--- config.mk ---
export PLATFORM = sky130hd
export DESIGN_NAME = tdc_avg_sequencer
export DESIGN_NICKNAME = d
export VERILOG_FILES = /design/src/rtl/tdc_pkg.sv /design/src/rtl/tdc_minmax_track.sv /design/src/rtl/tdc_avg_sequencer.sv
export SDC_FILE = /design/constraint.sdc
export NUM_CORES = 1
export LEC_CHECK = 0
export ABC_AREA = 0
export BUFFER_PORTS_ARGS = -buffer_cell sky130_fd_sc_hd__clkbuf_2
export CORE_ASPECT_RATIO = 1.1
export CORE_MARGIN = 8
export CORE_UTILIZATION = 45
export CTS_CLUSTER_DIAMETER = 60
export DETAILED_ROUTE_END_ITERATION = 12
export PLACE_DENSITY = 0.7
export SYNTH_ARGS = -nofsm -noshare
export SYNTH_HDL_FRONTEND = slang
export SYNTH_SLANG_ARGS = --single-unit
export TNS_END_PERCENT = 20
--- constraint.sdc ---
create_clock -name clk -period 2 [get_ports clk]
set_clock_uncertainty 0.1 [all_clocks]
set_input_delay 0.3 -clock clk [delete_from_list [all_inputs] [get_ports clk]]
set_output_delay 0.3 -clock clk [all_outputs]
set_load 0.005 [all_outputs]
--- src/rtl/tdc_pkg.sv ---
// tdc_pkg: shared types and helpers for the TDC averaging sequencer.
//   tdc_seq_state_t : sequencer states
//   TDC_COUNT_W     : default TDC count width
//   tdc_timer_w()   : width of a timer that must reach timeout_cyc
package tdc_pkg;

  typedef enum logic [1:0] {
    IDLE    = 2'd0,
    START   = 2'd1,
    WAIT_LO = 2'd2,
    WAIT_HI = 2'd3
  } tdc_seq_state_t;

  localparam int unsigned TDC_COUNT_W = 8;

  // clog2(timeout_cyc+1), never narrower than one bit
  function automatic int unsigned tdc_timer_w(input int unsigned timeout_cyc);
    int unsigned w;
    w = $clog2(timeout_cyc + 1);
    return (w == 0) ? 1 : w;
  endfunction

endpackage

--- src/rtl/tdc_minmax_track.sv ---
// tdc_minmax_track: running minimum/maximum of the samples in one block.
// Ports:
//   clk, rst  : clock, synchronous active-high reset
//   i_clr     : restart tracking (min = all-ones, max = 0); wins over i_upd
//   i_upd     : fold i_sample into the running min/max
//   i_sample  : sample value
//   o_min     : min including i_sample when i_upd is high (combinational)
//   o_max     : max including i_sample when i_upd is high (combinational)
// The outputs are look-ahead values so the parent can load the final block
// min/max on the same edge that captures the last sample.
module tdc_minmax_track
  import tdc_pkg::*;
#(
  parameter int unsigned W = TDC_COUNT_W
) (
  input  logic         clk,
  input  logic         rst,
  input  logic         i_clr,
  input  logic         i_upd,
  input  logic [W-1:0] i_sample,
  output logic [W-1:0] o_min,
  output logic [W-1:0] o_max
);

  logic [W-1:0] r_min;
  logic [W-1:0] r_max;

  always_comb begin
    o_min = r_min;
    o_max = r_max;
    if (i_upd) begin
      if (i_sample < r_min) o_min = i_sample;
      if (i_sample > r_max) o_max = i_sample;
    end
  end

  always_ff @(posedge clk) begin
    if (rst || i_clr) begin
      r_min <= '1;
      r_max <= '0;
    end else begin
      r_min <= o_min;
      r_max <= o_max;
    end
  end

endmodule

--- src/rtl/tdc_avg_sequencer.sv ---
// tdc_avg_sequencer: drives TDC start pulses, captures 2^LOG2_N counts and
// presents their truncated average (plus optional min/max) on a valid/ready
// output. Sticky flags report dropped results (overrun) and abandoned
// measurements (timeout).
// Build option: define TDC_MINMAX_EN to include the min/max trackers;
// otherwise min_out/max_out are tied to 0.
// Ports:
//   clk, rst           : clock, synchronous active-high reset
//   enable             : run continuous measurement blocks while high
//   tdc_count/ready    : TDC result and ready level
//   tdc_start          : one-cycle start pulse to the TDC
//   avg/min/max_out    : block result, qualified by out_valid
//   out_valid/ready    : result handshake
//   clr_flags          : clear overrun/timeout (a same-cycle set wins)
//   overrun, timeout   : sticky status flags
module tdc_avg_sequencer
  import tdc_pkg::*;
#(
  parameter int unsigned COUNT_W     = TDC_COUNT_W,
  parameter int unsigned LOG2_N      = 2,
  parameter int unsigned TIMEOUT_CYC = 1023
) (
  input  logic               clk,
  input  logic               rst,
  input  logic               enable,
  input  logic [COUNT_W-1:0] tdc_count,
  input  logic               tdc_ready,
  output logic               tdc_start,
  output logic [COUNT_W-1:0] avg_out,
  output logic [COUNT_W-1:0] min_out,
  output logic [COUNT_W-1:0] max_out,
  output logic               out_valid,
  input  logic               out_ready,
  input  logic               clr_flags,
  output logic               overrun,
  output logic               timeout
);

  localparam int unsigned TW = tdc_timer_w(TIMEOUT_CYC);
  localparam int unsigned CW = LOG2_N + 1;
  localparam int unsigned SW = COUNT_W + LOG2_N;
  localparam logic [CW-1:0] N_SAMPLES = CW'(2 ** LOG2_N);
  localparam logic [TW-1:0] TMO_VAL   = TW'(TIMEOUT_CYC);

  tdc_seq_state_t r_state;
  logic [TW-1:0]  r_timer;
  logic [SW-1:0]  r_sum;
  logic [CW-1:0]  r_cnt;

  logic          w_waiting;
  logic          w_tmo;
  logic          w_capture;
  logic          w_complete;
  logic          w_hold;
  logic          w_load;
  logic          w_restart;
  logic [SW-1:0] w_sum_new;
  logic [CW-1:0] w_cnt_inc;

  always_comb begin
    w_waiting  = (r_state == WAIT_LO) || (r_state == WAIT_HI);
    w_tmo      = w_waiting && (r_timer == TMO_VAL);
    // a timeout discards the measurement even if ready arrives that cycle
    w_capture  = (r_state == WAIT_HI) && tdc_ready && !w_tmo;
    w_sum_new  = r_sum + SW'(tdc_count);
    w_cnt_inc  = r_cnt + CW'(1);
    w_complete = w_capture && (w_cnt_inc == N_SAMPLES);
    w_hold     = out_valid && !out_ready;
    w_load     = w_complete && !w_hold;
    // block finished, or partial block abandoned because enable dropped
    w_restart  = w_complete || (w_capture && !enable);
  end

  always_ff @(posedge clk) begin
    if (rst) begin
      r_state   <= IDLE;
      r_timer   <= '0;
      r_sum     <= '0;
      r_cnt     <= '0;
      tdc_start <= 1'b0;
      avg_out   <= '0;
      out_valid <= 1'b0;
      overrun   <= 1'b0;
      timeout   <= 1'b0;
    end else begin
      tdc_start <= 1'b0;

      // clear first so a same-cycle set below takes precedence
      if (clr_flags) begin
        overrun <= 1'b0;
        timeout <= 1'b0;
      end

      if (w_load) begin
        avg_out   <= w_sum_new[SW-1:LOG2_N];
        out_valid <= 1'b1;
      end else if (w_complete) begin
        overrun <= 1'b1;
      end else if (out_valid && out_ready) begin
        out_valid <= 1'b0;
      end

      if (w_capture) begin
        r_sum <= w_restart ? '0 : w_sum_new;
        r_cnt <= w_restart ? '0 : w_cnt_inc;
      end

      case (r_state)
        IDLE: begin
          if (enable) begin
            r_state   <= START;
            tdc_start <= 1'b1;
          end
        end
        START: begin
          r_timer <= '0;
          r_state <= WAIT_LO;
        end
        WAIT_LO, WAIT_HI: begin
          if (w_tmo) begin
            timeout <= 1'b1;
            if (enable) begin
              r_state   <= START;
              tdc_start <= 1'b1;
            end else begin
              r_state <= IDLE;
            end
          end else begin
            r_timer <= r_timer + TW'(1);
            if (r_state == WAIT_LO) begin
              if (!tdc_ready) r_state <= WAIT_HI;
            end else if (tdc_ready) begin
              if (enable) begin
                r_state   <= START;
                tdc_start <= 1'b1;
              end else begin
                r_state <= IDLE;
              end
            end
          end
        end
        default: r_state <= IDLE;
      endcase
    end
  end

`ifdef TDC_MINMAX_EN
  logic [COUNT_W-1:0] w_min_nxt;
  logic [COUNT_W-1:0] w_max_nxt;

  tdc_minmax_track #(
    .W(COUNT_W)
  ) u_minmax (
    .clk      (clk),
    .rst      (rst),
    .i_clr    (w_restart),
    .i_upd    (w_capture),
    .i_sample (tdc_count),
    .o_min    (w_min_nxt),
    .o_max    (w_max_nxt)
  );

  always_ff @(posedge clk) begin
    if (rst) begin
      min_out <= '0;
      max_out <= '0;
    end else if (w_load) begin
      min_out <= w_min_nxt;
      max_out <= w_max_nxt;
    end
  end
`else
  assign min_out = '0;
  assign max_out = '0;
`endif

endmodule

Word level (Yosys, flattened, before mapping)
Index checks and enable logic that the tools add are counted.
Word-level totals
  bits in registers: 37
  bits of input ports: 14
  output and inout bits: 28
  logic and storage cells: 68
Cells by class
  add/sub/neg operators: 3
  equality and inequality tests: 10
  multiplexer cells: 25
  reductions and logical operators: 21
Operators with widths (number)
  $mux W10: 2
  $pmux W10 S2: 1
  $mux W1: 14
  $add A10 B1 Y10 const B: 1
  $add A10 B8 Y10: 1
  $eq A10 B10 Y1 const B: 1
  $mux W2: 5
  $logic_and A1 B1 Y1: 8
  $ne A4 B4 Y1 const B: 2
  $pmux W2 S3: 1
  $eq A2 B2 Y1 const B: 2
  $logic_not A1 Y1: 4
  $ne A2 B2 Y1 const B: 2
  $reduce_and A2 Y1: 2
  $reduce_bool A2 Y1: 2
  $add A3 B1 Y3 const B: 1
  $eq A3 B3 Y1 const B: 1
  $mux W3: 1
  $reduce_and A3 Y1: 1
  $eq A2 B1 Y1 const B: 1
  $logic_not A2 Y1: 1
  $logic_or A1 B1 Y1: 2
  $ne A2 B1 Y1 const B: 1
  $pmux W1 S2: 1
  $reduce_or A2 Y1: 1

Longest topological paths before layout
  word-level depth: 9
  depth in mapped cells: 7
  depth with buffers taken out: 7

Worst setup path after synthesis
Ideal clock, no wire load.
  kind: input-to-reg
  from: in tdc_count[0]
  to: reg r_sum[6]
  setup time: 0.135 ns
  arrival time: 1.884 ns
  required time: 1.765 ns
  slack: -0.119 ns
  stages on the path: 7
  path buffers: 0
  path through: ha_1 fa_1 a211o_1 a21o_1 a311oi_1 nand2b_1 a21oi_1
On the way
  cells in the longest elaborated chain, start to end: 2
RTL lines
  from (decl): RTL line tdc_avg_sequencer.sv:26  | input logic [COUNT_W-1:0] tdc_count,
  $add A10 B8 Y10: RTL line tdc_avg_sequencer.sv:65  | w_sum_new = r_sum + SW'(tdc_count);
  $mux W10: RTL line tdc_avg_sequencer.sv:104  | r_sum <= w_restart ? '0 : w_sum_new;
  to (signal assigned): RTL line tdc_avg_sequencer.sv:104
  to (decl): RTL line tdc_avg_sequencer.sv:47  | logic [SW-1:0] r_sum;
Every way passes these cells.
A chain may end at the register's enable or synchronous reset.

Worst setup path after layout
  from: reg r_sum[0]
  to: reg r_sum[6]
On the way
  cells in the longest elaborated chain, start to end: 2
RTL lines (RTL line)
  $add A10 B8 Y10: tdc_avg_sequencer.sv:65
  $mux W10: tdc_avg_sequencer.sv:104
Every way passes these cells.

==> results.json <==
{
  "die_area_sq_mm": 0.00710,
  "yosys.area_share.simple_pct": 19.6,
  "crit_fanout": 4,
  "synth_most_common_cell": "dfxtp_1",
  "drt-total-wl_um": 4510,
  "drv_cap": 0,
  "ys_seq_area_share_pct": 35.4,
  "crit_cells": 7,
  "rows": 26,
  "reg2reg_depth": 7,
  "start_kind": "flip-flop",
  "crit_chain": "ha_4 > fa_2 > a211o_1 > a21o_1 > a311oi_2 > nand2b_1 > a21oi_1",
  "dp_cells": 328,
  "holdCritStartpoint": "clr_flags",
  "nNetsFinal": 307,
  "synth-edff-count": 0,
  "final-hold-violation-count": 0,
  "fin_tns_setup_ns": 0,
  "cts_tree": "done",
  "synth_top_family_by_area": "compound AO/OA/AOI/OAI gates",
  "fp.dieH_um": 87.6,
  "status": "finished clean",
  "syn-cell-area_sq_mm": 0.00209,
  "hold_class": "input pin to flip-flop",
  "io_pins": 42,
  "htree_num_levels": 2,
  "grt_pass1_wl_um": 7420,
  "path_clk_slew_ns": 0.07,
  "synth.area.mux_share_pct": 1.49,
  "finalCriticalPeriod_ns": 1.98,
  "synthXorXnorAreaFrac_pct": 5.85,
  "cts_buffers": 5,
  "grt_pass1_vias": 1696,
  "antenna_cells": 0,
  "ir_drop_v": 0.000388,
  "place.gp.congestion": 0.807,
  "syn_inst": 238,
  "crit_slowest_cell": "dfxtp_2",
  "synth_commonest_cells": "37 x dfxtp_1, 25 x nor2_1, 19 x nand2_1",
  "syn_avg_cell_area_sq_um": 8.80,
  "drcViolationCount": 0,
  "via_count": 1759,
  "grt_max_degree": 25,
  "cp_top_family": "compound AO/OA/AOI/OAI gates",
  "nFillCells": 434,
  "portBuffers": 25,
  "ys_types": 51,
  "yosysWarnings": 0,
  "grt_setup_unrepaired": "true",
  "cts_buffer_depth": 2,
  "grt_overflow": 0,
  "area_growth_pct": 17.9,
  "r2r_start": "r_sum[0]",
  "max_stage_delay_ns": 0.34,
  "drt-vias-per-instance": 5.22,
  "cts_root_buffer": "clkbuf_8",
  "powerDensity_mw_per_mm2": 576,
  "ant_nets": 0,
  "utilization_pct": 54.2,
  "firstDrtPassIters": 4,
  "crit_required_ns": 2.07,
  "holdPathStages": 3,
  "die_x_um": 81.1,
  "hpwl_um": 3390,
  "initial_core_util_pct": 46.0,
  "fin_crit_sh_pct": 99.0,
  "synth_top_area_cell": "dfxtp_1",
  "cts_sinks": 37,
  "netlist.area_leader.share_pct": 35.4,
  "detail_route.wl_per_cell_um": 13.4,
  "total_leakage_power_nw": 1.04,
  "place_ws_ns": -0.111,
  "timing.fmax_mhz": 505,
  "crit_arrival_ns": 2.05,
  "synth_fa_ha_area_share_pct": 7.53,
  "track_usage_pct": 13.0,
  "synth-compound-area-share_pct": 20.7,
  "synth-seq-cells": 37,
  "fin_ws_ns": 0.0196,
  "grt_antenna_before_repair": 0,
  "finalSetupViolCount": 0,
  "maxSlewViolCount": 0,
  "drtIter0Drc": 73,
  "cp-startpoint": "r_sum[0]",
  "ys_async_sr_fraction_pct": 0,
  "clock_latency_ns": 0.29,
  "synthTopCellsByArea": "dfxtp_1 35%, ha_1 6.6%, buf_4 5.7%",
  "synthFlopType": "dfxtp_1",
  "end_kind": "flip-flop",
  "p_total_mw": 1.42,
  "core_sq_mm": 0.00455,
  "worstSetupPathType": "flip-flop to flip-flop",
  "critPathBufInv": 0,
  "drive_gt1_share_pct": 25.3,
  "stdcell_count": 337
}
## registers in the layout (all words and copies together), names as in the netlist
register	flops
avg_out	8
out_valid	1
overrun	1
r_cnt	3
r_state	2
r_sum	10
r_timer	10
tdc_start	1
timeout	1
## per-layer routing
| metal | vias to the layer above | share of wire, % | track usage, % | wire [um] |
|---|---|---|---|---|
| met1 | 810 | 44 | 15.5 | 1970 |
| met2 | 37 | 50 | 22.6 | 2240 |
| met5 | - | 0 | 0 | 0 |
| met3 | 3 | 5.7 | 3.18 | 255 |
| met4 | 0 | 0.75 | 3.25 | 34 |
| li1 | 909 | - | - | - |
## area by class of cell
class	count	area, sq um	area share, %
Multi-Input combinational cell	185	1270	51.4
Sequential cell	37	742	30.0
Timing Repair Buffer	45	275	11.1
Clock buffer	7	86.3	3.50
Tap cell	56	70.1	2.84
Inverter	7	26.3	1.06
## kinds of logic (layout without fill, tap and decap cells)
group,count (synthesis),count (layout)
AO/OA/AOI/OAI,58,58
XOR/XNOR,14,14
adder cells (fa/ha/maj),12,12
buffers and inverters,31,59
flip-flops,37,37
multiplexers,3,3
other,1,16
AND/OR/NAND/NOR,82,82
## layout by cell type, fill, tap and decap left out, types with 2 or more instances in the layout
master	synthesis	routed
xnor2_1	6	6
o21ai_1	1	2
inv_1	7	7
and3_4	1	2
a32o_1	2	2
mux2i_1	2	2
or3_1	2	2
and3_1	4	3
a22oi_1	7	7
xor2_1	8	8
clkbuf_8	0	6
nand3_1	11	10
o221ai_1	2	2
a211oi_1	4	2
o21a_1	2	2
a21oi_1	13	13
nand2_1	19	19
nand2b_1	4	4
clkbuf_2	0	25
conb_1	1	16
a21o_1	5	5
ha_1	11	9
dfxtp_1	37	36
nor3b_1	3	3
buf_4	16	20
a211oi_2	1	3
o21ai_0	6	5
nor2b_1	2	2
a31oi_1	2	2
o211ai_1	2	2
nor2_1	25	25
nand4_1	5	5
## per-stage QoR
step                hold slack, ns  instance area, sq um
detailed placement           0.367                  2320
CTS                          0.195                  2410
floorplan                    0.340                  2160
finish                       0.200                  2470
global placement             0.358                  2320
global route                 0.226                  2470
## worst min-delay path, cell delays in order
cell      delay, ns
clkbuf_2       0.09
nand2b_1       0.09
a21oi_1        0.06
## what timing repair did
action,in CTS,in global routing
pin swaps,1,4
gates resized for setup,1,10
setup endpoints to repair,1,11
hold buffers,0,0
cloned,0,0
buffers inserted,0,2
## where the power goes
part	internal, mW	total (mW)	leakage (nW)	switching [mW]
registers	0.747	0.756	0.299	0.00939
logic	0.0570	0.145	0.699	0.0885
clock network	0.273	0.521	0.0443	0.248
total	1.08	1.42	1.04	0.346
## final timing paths
path / end / slack (ns)
worst min-delay path: timeout / 0.20
worst min register to register: r_sum[6] / 0.37
worst max register to register: r_sum[6] / 0.02
worst max-delay path: r_sum[6] / 0.02
Note: power is estimated with default switching activity, not from simulation.
